**config.mk**
```make
export PLATFORM = sky130hd
export DESIGN_NAME = tinker_fetch_queue
export DESIGN_NICKNAME = d
export VERILOG_FILES = /design/src/rtl/tinker_fetch_pkg.sv /design/src/rtl/tinker_fq_fifo.sv /design/src/rtl/tinker_fetch_queue.sv
export SDC_FILE = /design/constraint.sdc
export NUM_CORES = 1
export LEC_CHECK = 0
export CORE_MARGIN = 2
export CORE_UTILIZATION = 60
export CTS_CLUSTER_SIZE = 12
export DETAILED_ROUTE_END_ITERATION = 12
export PLACE_DENSITY = 0.85
export REMOVE_ABC_BUFFERS = 1
export SYNTH_ARGS = -nofsm -noshare
export SYNTH_HDL_FRONTEND = slang
export SYNTH_SLANG_ARGS = --single-unit
```
**constraint.sdc**
```tcl
create_clock -name clk -period 7.8 [get_ports clk]
set_clock_uncertainty 0.2 [all_clocks]
set_input_delay 1.95 -clock clk [delete_from_list [all_inputs] [get_ports clk]]
set_output_delay 1.95 -clock clk [all_outputs]
set_load 0.05 [all_outputs]
```
**src/rtl/tinker_fetch_pkg.sv**
```systemverilog
// Shared types and constants for the tinker instruction-fetch queue.
package tinker_fetch_pkg;

  localparam int unsigned INST_W = 32;
  localparam int unsigned ADDR_W = 64;

  localparam logic [ADDR_W-1:0] TINKER_RESET_PC = 64'h2000;
  localparam logic [ADDR_W-1:0] PC_STEP         = 64'd4;

  // One buffered fetch: the instruction word and the PC it was fetched from.
  typedef struct packed {
    logic [ADDR_W-1:0] pc;
    logic [INST_W-1:0] inst;
  } fq_entry_t;

endpackage

```
**src/rtl/tinker_fq_fifo.sv**
```systemverilog
// Registered FIFO of fetched instructions. No bypass: a pushed entry becomes
// visible at the head one cycle later. Flush wins over push and pop.
module tinker_fq_fifo
  import tinker_fetch_pkg::*;
#(
  parameter int unsigned DEPTH = 4
) (
  input  logic                   clk,
  input  logic                   reset,
  input  logic                   flush_i,
  input  logic                   push_i,
  input  fq_entry_t              push_data_i,
  input  logic                   pop_i,
  output logic                   full_o,
  output logic                   empty_o,
  output fq_entry_t              head_o,
  output logic [$clog2(DEPTH):0] count_o
);

  localparam int unsigned AW = $clog2(DEPTH);
  localparam int unsigned CW = AW + 1;

  fq_entry_t         mem_q [DEPTH];
  logic [AW-1:0]     wptr_q, rptr_q;
  logic [CW-1:0]     count_q;
  logic              do_push, do_pop;

  assign full_o  = (count_q == CW'(DEPTH));
  assign empty_o = (count_q == '0);
  assign head_o  = mem_q[rptr_q];
  assign count_o = count_q;

  // A full FIFO still accepts a push when the head is popped in the same cycle.
  assign do_push = push_i && !flush_i && (!full_o || pop_i);
  assign do_pop  = pop_i && !flush_i && !empty_o;

  // Pointer and occupancy state; DEPTH is a power of two so pointers wrap freely.
  always_ff @(posedge clk or posedge reset) begin
    if (reset) begin
      wptr_q  <= '0;
      rptr_q  <= '0;
      count_q <= '0;
    end else if (flush_i) begin
      wptr_q  <= '0;
      rptr_q  <= '0;
      count_q <= '0;
    end else begin
      if (do_push) wptr_q <= wptr_q + AW'(1);
      if (do_pop)  rptr_q <= rptr_q + AW'(1);
      count_q <= count_q + CW'(do_push) - CW'(do_pop);
    end
  end

  // Entry storage needs no reset: occupancy alone decides what is valid.
  always_ff @(posedge clk) begin
    if (do_push) mem_q[wptr_q] <= push_data_i;
  end

endmodule

```
**src/rtl/tinker_fetch_queue.sv**
```systemverilog
// Decoupled instruction-fetch stage: issues sequential fetches, buffers the
// returned words with their PCs, and handles control-flow redirects.
// Optional statistics counters are built when TINKER_FQ_STATS_EN is defined.
module tinker_fetch_queue
  import tinker_fetch_pkg::*;
#(
  parameter int unsigned       DEPTH           = 4,
  parameter int unsigned       MAX_OUTSTANDING = 2,
  parameter logic [ADDR_W-1:0] RESET_PC        = TINKER_RESET_PC
) (
  input  logic                   clk,
  input  logic                   reset,
  output logic                   imem_req_valid,
  input  logic                   imem_req_ready,
  output logic [ADDR_W-1:0]      imem_req_addr,
  input  logic                   imem_resp_valid,
  input  logic [INST_W-1:0]      imem_resp_data,
  input  logic                   redirect_valid,
  input  logic [ADDR_W-1:0]      redirect_pc,
  output logic                   inst_valid,
  input  logic                   inst_ready,
  output logic [INST_W-1:0]      inst_data,
  output logic [ADDR_W-1:0]      inst_pc,
  output logic [$clog2(DEPTH):0] fq_count
`ifdef TINKER_FQ_STATS_EN
  ,
  output logic [31:0]            stat_drop_cnt,
  output logic [31:0]            stat_starve_cnt,
  output logic [31:0]            stat_full_cnt
`endif
);

  localparam int unsigned CW = $clog2(DEPTH) + 1;
  localparam int unsigned OW = $clog2(MAX_OUTSTANDING + 1);

  logic [ADDR_W-1:0] fetch_pc_q, fetch_pc_d;
  logic [ADDR_W-1:0] resp_pc_q, resp_pc_d;
  logic [OW-1:0]     outstanding_q, outstanding_d;
  logic [OW-1:0]     drop_cnt_q, drop_cnt_d;

  logic      req_fire, resp_keep, resp_drop, inst_pop;
  logic      fifo_full, fifo_empty;
  fq_entry_t push_entry, head;
  logic [CW-1:0] count;

  // Credit check counts in-flight fetches as reserved FIFO slots, so a kept
  // response always finds room.
  assign imem_req_valid = !reset && !redirect_valid
                          && (32'(outstanding_q) < 32'(MAX_OUTSTANDING))
                          && ((32'(count) + 32'(outstanding_q)) < 32'(DEPTH));
  assign imem_req_addr  = fetch_pc_q;
  assign req_fire       = imem_req_valid && imem_req_ready;

  // Responses that were in flight at a redirect, or arrive with it, are stale.
  assign resp_drop  = imem_resp_valid && (redirect_valid || (drop_cnt_q != '0));
  assign resp_keep  = imem_resp_valid && !resp_drop;
  assign push_entry = '{pc: resp_pc_q, inst: imem_resp_data};

  assign inst_valid = !fifo_empty;
  assign inst_pop   = inst_valid && inst_ready;
  assign inst_data  = head.inst;
  assign inst_pc    = head.pc;
  assign fq_count   = count;

  tinker_fq_fifo #(
    .DEPTH (DEPTH)
  ) u_fifo (
    .clk         (clk),
    .reset       (reset),
    .flush_i     (redirect_valid),
    .push_i      (resp_keep),
    .push_data_i (push_entry),
    .pop_i       (inst_pop),
    .full_o      (fifo_full),
    .empty_o     (fifo_empty),
    .head_o      (head),
    .count_o     (count)
  );

  // Next-state for PCs and the in-flight / drop bookkeeping; redirect wins.
  always_comb begin
    fetch_pc_d    = fetch_pc_q;
    resp_pc_d     = resp_pc_q;
    drop_cnt_d    = drop_cnt_q;
    outstanding_d = outstanding_q + OW'(req_fire) - OW'(imem_resp_valid);
    if (redirect_valid) begin
      fetch_pc_d = redirect_pc;
      resp_pc_d  = redirect_pc;
      drop_cnt_d = outstanding_q - OW'(imem_resp_valid);
    end else begin
      if (req_fire)  fetch_pc_d = fetch_pc_q + PC_STEP;
      if (resp_keep) resp_pc_d  = resp_pc_q + PC_STEP;
      if (resp_drop) drop_cnt_d = drop_cnt_q - OW'(1);
    end
  end

  // Fetch-side state registers.
  always_ff @(posedge clk or posedge reset) begin
    if (reset) begin
      fetch_pc_q    <= RESET_PC;
      resp_pc_q     <= RESET_PC;
      outstanding_q <= '0;
      drop_cnt_q    <= '0;
    end else begin
      fetch_pc_q    <= fetch_pc_d;
      resp_pc_q     <= resp_pc_d;
      outstanding_q <= outstanding_d;
      drop_cnt_q    <= drop_cnt_d;
    end
  end

  // A kept response into a full FIFO means memory broke the credit contract.
  always_ff @(posedge clk) begin
    if (!reset) assert (!(resp_keep && fifo_full && !inst_pop));
  end

`ifdef TINKER_FQ_STATS_EN
  logic [31:0] stat_drop_q, stat_starve_q, stat_full_q;

  // Saturating event counters; redirects do not clear them.
  always_ff @(posedge clk or posedge reset) begin
    if (reset) begin
      stat_drop_q   <= '0;
      stat_starve_q <= '0;
      stat_full_q   <= '0;
    end else begin
      if (resp_drop && (stat_drop_q != '1))                  stat_drop_q   <= stat_drop_q + 32'd1;
      if (inst_ready && !inst_valid && (stat_starve_q != '1)) stat_starve_q <= stat_starve_q + 32'd1;
      if (fifo_full && (stat_full_q != '1))                  stat_full_q   <= stat_full_q + 32'd1;
    end
  end

  assign stat_drop_cnt   = stat_drop_q;
  assign stat_starve_cnt = stat_starve_q;
  assign stat_full_cnt   = stat_full_q;
`endif

endmodule

```
# After elaboration in Yosys (flattened, before gate mapping)
# Memory sizes are Yosys's and may differ from the RTL's.
# Index checks and enable logic that the tools add are counted.
[classes]
addsub = 11
n_lt_le_gt_ge = 2
n_eq_ne = 1
muxes = 13
n_reduce_logical = 25
[op_table]
columns = ["operator", "count"]
rows = [
  ["two-way mux 64 bit", 4],
  ["adder 64 x 3 -> 64 bit (second input constant)", 2],
  ["two-way mux 2 bit", 6],
  ["nonzero test 2 bit", 6],
  ["logical AND 1 bit", 11],
  ["zero test 1 bit", 5],
  ["adder 2 x 1 -> 2 bit (second input constant)", 2],
  ["adder 3 x 2 -> 4 bit", 1],
  ["less-than comparator 4 x 3 -> 1 bit (second input constant)", 1],
  ["subtractor 2 x 1 -> 2 bit", 2],
  ["adder 3 x 1 -> 3 bit", 1],
  ["equality test 3 bit (second input constant)", 1],
  ["zero test 3 bit", 1],
  ["two-way mux 3 bit", 1],
  ["subtractor 3 x 1 -> 3 bit", 1],
  ["adder 2 x 1 -> 2 bit", 1],
  ["logical OR 1 bit", 2],
  ["less-than comparator 2 bit (second input constant)", 1],
  ["two-way mux 1 bit", 2],
  ["subtractor 2 x 1 -> 2 bit (second input constant)", 1],
]
[totals]
regBits = 139
ram_bits = 384
in_bits = 102
out_inout_bits = 165
wordCells = 60
memories = 1
[memory_table]
columns = ["memory", "words", "width", "rd", "rd_ports_with_merged_regs", "wr", "line_no", "rtl"]
rows = [
  ["u_fifo.mem_q", 4, 96, 1, 0, 1, "tinker_fq_fifo.sv:23", "fq_entry_t mem_q [DEPTH];"],
]

# Logic depth before layout (Yosys ltp)
[depth]
word_depth = 10
mapped_depth = 13
depth_no_buf = 11

# Cells and area by module
# A second synthesis with hierarchy kept.
[unflattened]
hier_cells = 1442
area_unflattened_um2 = 22157.5
[by_module_without_submodules]
columns = ["module", "instances", "cells_each", "area_each_um2", "seq_area_each_um2"]
rows = [
  ["tinker_fq_fifo", 1, 548, 14302.5, 11706.2],
  ["tinker_fetch_queue", 1, 894, 7855.0, 3305.7],
]

# Worst setup path after synthesis
# No wires, ideal clock.
[synth_timing]
path_type = "input to output"
from = "input redirect_valid"
to = "output imem_req_valid"
arrival_ps = 3819
required_ps = 5650
setup_slack_ps = 1831
cell_stages = 5
path_buffers = 4
cell_sequence = "clkbuf_1 -> clkbuf_1 -> buf_1 -> clkbuf_1 -> nor3_1"
[synth_between]
elab_chain_len = 4
[synth_lines]
columns = ["item", "line_no", "rtl"]
rows = [
  ["start: declaration", "tinker_fetch_queue.sv:18", "input logic redirect_valid,"],
  ["zero test 1 bit", "tinker_fetch_queue.sv:48", "assign imem_req_valid = !reset && !redirect_valid"],
  ["logical AND 1 bit", "tinker_fetch_queue.sv:48", ""],
  ["logical AND 1 bit", "tinker_fetch_queue.sv:49", "&& (32'(outstanding_q) < 32'(MAX_OUTSTANDING))"],
  ["logical AND 1 bit", "tinker_fetch_queue.sv:50", "&& ((32'(count) + 32'(outstanding_q)) < 32'(DEPTH));"],
  ["end: declaration", "tinker_fetch_queue.sv:13", "output logic imem_req_valid,"],
]
# No other way between the ends.

# Worst setup path after layout
[layout_timing]
from = "input reset"
to = "output imem_req_valid"
[layout_between]
elab_chain_len = 4
[layout_lines]
columns = ["item", "line_no", "rtl"]
rows = [
  ["start: declaration", "tinker_fetch_queue.sv:12", "input logic reset,"],
  ["zero test 1 bit (no line)", "n/a", ""],
  ["logical AND 1 bit", "tinker_fetch_queue.sv:48", ""],
  ["logical AND 1 bit", "tinker_fetch_queue.sv:49", ""],
  ["logical AND 1 bit", "tinker_fetch_queue.sv:50", ""],
]
# No other way between the ends.

==> flow_summary.ini <==
[floorplan]
row_count = 71
die_width_um = 199
ios = 267
initial_core_util_pct = 60.8
design.core.area_um2 = 37500
die_area_um2 = 39600
floorplan.die.height_um = 199

[yosys]
synth_top_area_cell = sky130_fd_sc_hd__edfxtp_1
ys_warn_count = 0
commonest_register_cell_after_synthesis = sky130_fd_sc_hd__edfxtp_1
ys_top_cells_by_area = sky130_fd_sc_hd__edfxtp_1 51%, sky130_fd_sc_hd__dfrtp_1 15%, sky130_fd_sc_hd__mux4_2 9.5%
syn-cell-area_um2 = 22800
synth-seq-area-share_pct = 65.9
synthArstFlopShare_pct = 26.6
ys_seq_elements = 523
synthDominantCellAreaShare_pct = 50.6
synth_enable_flop_cells = 384
avgSynthCellArea_um2 = 14.9
synthCells = 1527
post_synth_num_cell_types = 68

[global_route]
antenna_found_initial = 1
grt_overflow_total = 0
largest_net_degree_at_the_start_of_global_routing = 100
grt_use_total_pct = 31.1
via_count_of_the_first_global_routing_pass = 15300
grt_pass1_wl_mm = 91.6

[pwr]
total_power_mw = 8.07
power.clock.fraction_pct = 29.8
internal_power_mw = 5.42
power.switching_fraction_pct = 32.8
max_rail_drop_vdd_v = 0.000231
total_leakage_power_nw = 9.21
sequentialPowerShare_pct = 42.8
power_switching_mw = 2.64
comb_power_share_pct = 27.5
cellPowerDensity_nw_per_um2 = 292

[cts]
post_cts_buffers = 0
htreeDepth = 2
tritoncts = yes
clk_path_buf_depth = 3
cts.sinks = 523
path_clk_slew_ns = 0.06
clock_insertion_delay_worst_skew_ns = 0.58
clockRootBuffer = sky130_fd_sc_hd__clkbuf_16
cts_inserted_buffers = 53
postCtsHoldBufs = 0
cts-resized-gates = 0

[timing]
grt_setup_unrepaired = false
finalMaxSlewViolations = 0
layout_min_cycle_time_ns = 5.68
post-route-period-util_pct = 72.9
clock.fmax_ghz = 0.176
pin_slew_with_the_least_headroom_to_its_limit_ns = 1.08
timing.max_slew.rel_slack_pct = 27.2
hold_viol = 0
final.setup.tns_ns = 0
setup_viol = 0
finalWorstSetupSlack_ns = 2.12

[setup_path]
critical_path.startpoint_type = input pin
cp_max_fo = 3
critical-path-max-stage-delay_ns = 0.84
required_ns = 5.65
worst_path_max_delay_cell = sky130_fd_sc_hd__clkdlybuf4s50_1
arrival_ns = 3.53
crit_path_cell_trace = clkdlybuf4s50_1 > nor3_1 > clkdlybuf4s50_1
path_common_cell = sky130_fd_sc_hd__clkdlybuf4s50_1
timing.setup.critical_path_class = input pin to primary output
setup.worst_path.end_class = primary output

[status]
outcome = completed

[final_layout]
layout.nets = 1908
final_layout_size_suffix_gt1_share_pct = 13.1
n_antenna_cell = 0
num-fill-cells = 2379
final_cell_count_without_fillers = 2348
syn2layout_area_growth_pct = 21.1

[drt]
remaining_drc_errors = 0
ant_nets = 0
detailedRoute.firstIterationViolations = 1607
postRouteWirelength_mm = 60.3
vias = 15300
drtPass1Iterations = 6
detail_route.vias_per_cell = 6.52
wire_per_inst_um = 25.7

[job]
max_cap_viol_count = 0

[place]
globalplace.congestion = 0.990
place_worst_setup_slack_ns = 2.10
io_buffers = 266
place_hpwl_mm = 39.9
dp_cells = 2248

[hold_path]
hp-class = flop to flop
## Yosys cell counts, drive strengths merged, types with 3 or more instances
master,count
nand2,75
o21a,3
a31oi,8
buf,20
inv,41
or3,11
and2,11
or4,7
dfrtp,137
nor4,66
edfxtp,384
a21boi,4
nor4bb,3
a221oi,5
nor3,37
nand3,54
clkbuf,53
xnor2,35
o21ai,17
o311ai,4
mux2,36
or2,7
o311a,4
xor2,29
o31ai,11
a21oi,21
and3,23
nor3b,8
mux2i,15
nand4,79
ha,13
nand2b,19
and4,16
a311oi,9
o31a,7
nor2,96
nor2b,5
a211oi,25
nor4b,10
mux4,96
## cell type report
class	instances	area, µm²	area share, %
sequential	523	15000	54.4
multi-input combinational	889	7350	26.6
timing repair buffer	283	2800	10.1
clock buffer	88	1510	5.47
tap	511	639	2.32
inverter	42	165	0.598
clock inverter	12	118	0.426
## kinds of logic after synthesis
family,count (synthesis),synth area share (%)
and+or+nand+nor,532,12.9
DFF,523,65.9
muxes,147,11.9
AOI/OAI and AO/OA,132,4.14
buffers and inverters,115,1.92
xor gates and xnor gates,64,2.46
adders and majority gates,14,0.802
## through the flow
stage / hold slack, ns / instance area (µm²) / util [%]
floorplan: 0.276 / 22500 / -
global placement: 0.298 / 26000 / 69.3
detailed placement: 0.305 / 26000 / 69.3
CTS: 0.318 / 27600 / 73.6
global route: 0.350 / 27600 / 73.6
finish: 0.313 / 27600 / 73.6
## layout by cell type, fill, tap and decap left out, drive strengths merged, types with 21 or more instances in the layout
master	count
nand3	54
xor2	29
nand4	79
clkdlybuf4s50	265
mux4	96
nor4	66
and3	23
mux2	36
a211oi	25
nand2	75
dfrtp	137
nor2	96
xnor2	35
edfxtp	384
clkbuf	88
inv	44
nor3	37
a21oi	21
## final timing paths
path	start	endpoint	slack, ns	cells past startpoint
min in group asynchronous	reset	imem_req_addr[21]	1.85	2
worst max-delay path	reset	imem_req_valid	2.12	3
worst min-delay path	resp_pc_q[1]	u_fifo.mem_q[2][33]	0.31	0
worst max register to register	drop_cnt_q[0]	u_fifo.mem_q[1][28]	4.08	6
worst min register to register	resp_pc_q[1]	u_fifo.mem_q[2][33]	0.31	0
max in group asynchronous	reset	u_fifo.rptr_q[1]	4.37	3
## sequential cells by signal (all words and copies together) (netlist names)
signal / count
u_fifo.mem_q: 384
imem_req_addr: 64
u_fifo.count_o: 3
u_fifo.wptr_q: 2
resp_pc_q: 64
u_fifo.rptr_q: 2
drop_cnt_q: 2
outstanding_q: 2
## power groups by stage
stage               Combinational, mW  Sequential, mW  Clock, mW
CTS                              2.23            3.45       2.42
detailed placement               2.21            3.50          0
global placement                 2.19            3.48          0
floorplan                        1.35            3.61          0
global route                     2.32            3.48       2.53
finish                           2.21            3.45       2.40
## routing by layer
metal  wire length, µm  global-route usage, %  part of all wire (%)  up-vias
met4              1720                   9.89                   2.9        0
met5                 0                      0                     0        -
met2             29500                   50.5                    49      817
met1             23800                   42.9                    39     7772
met3              5250                   6.12                   8.7      125
li1                  -                      -                     -     6601
## worst max-delay path, delay by kind of cell
family / cells / cell delay (ns)
buf+inv: 2 / 1.35
simple gates: 1 / 0.23
Note: power is estimated with default switching activity, not from simulation.
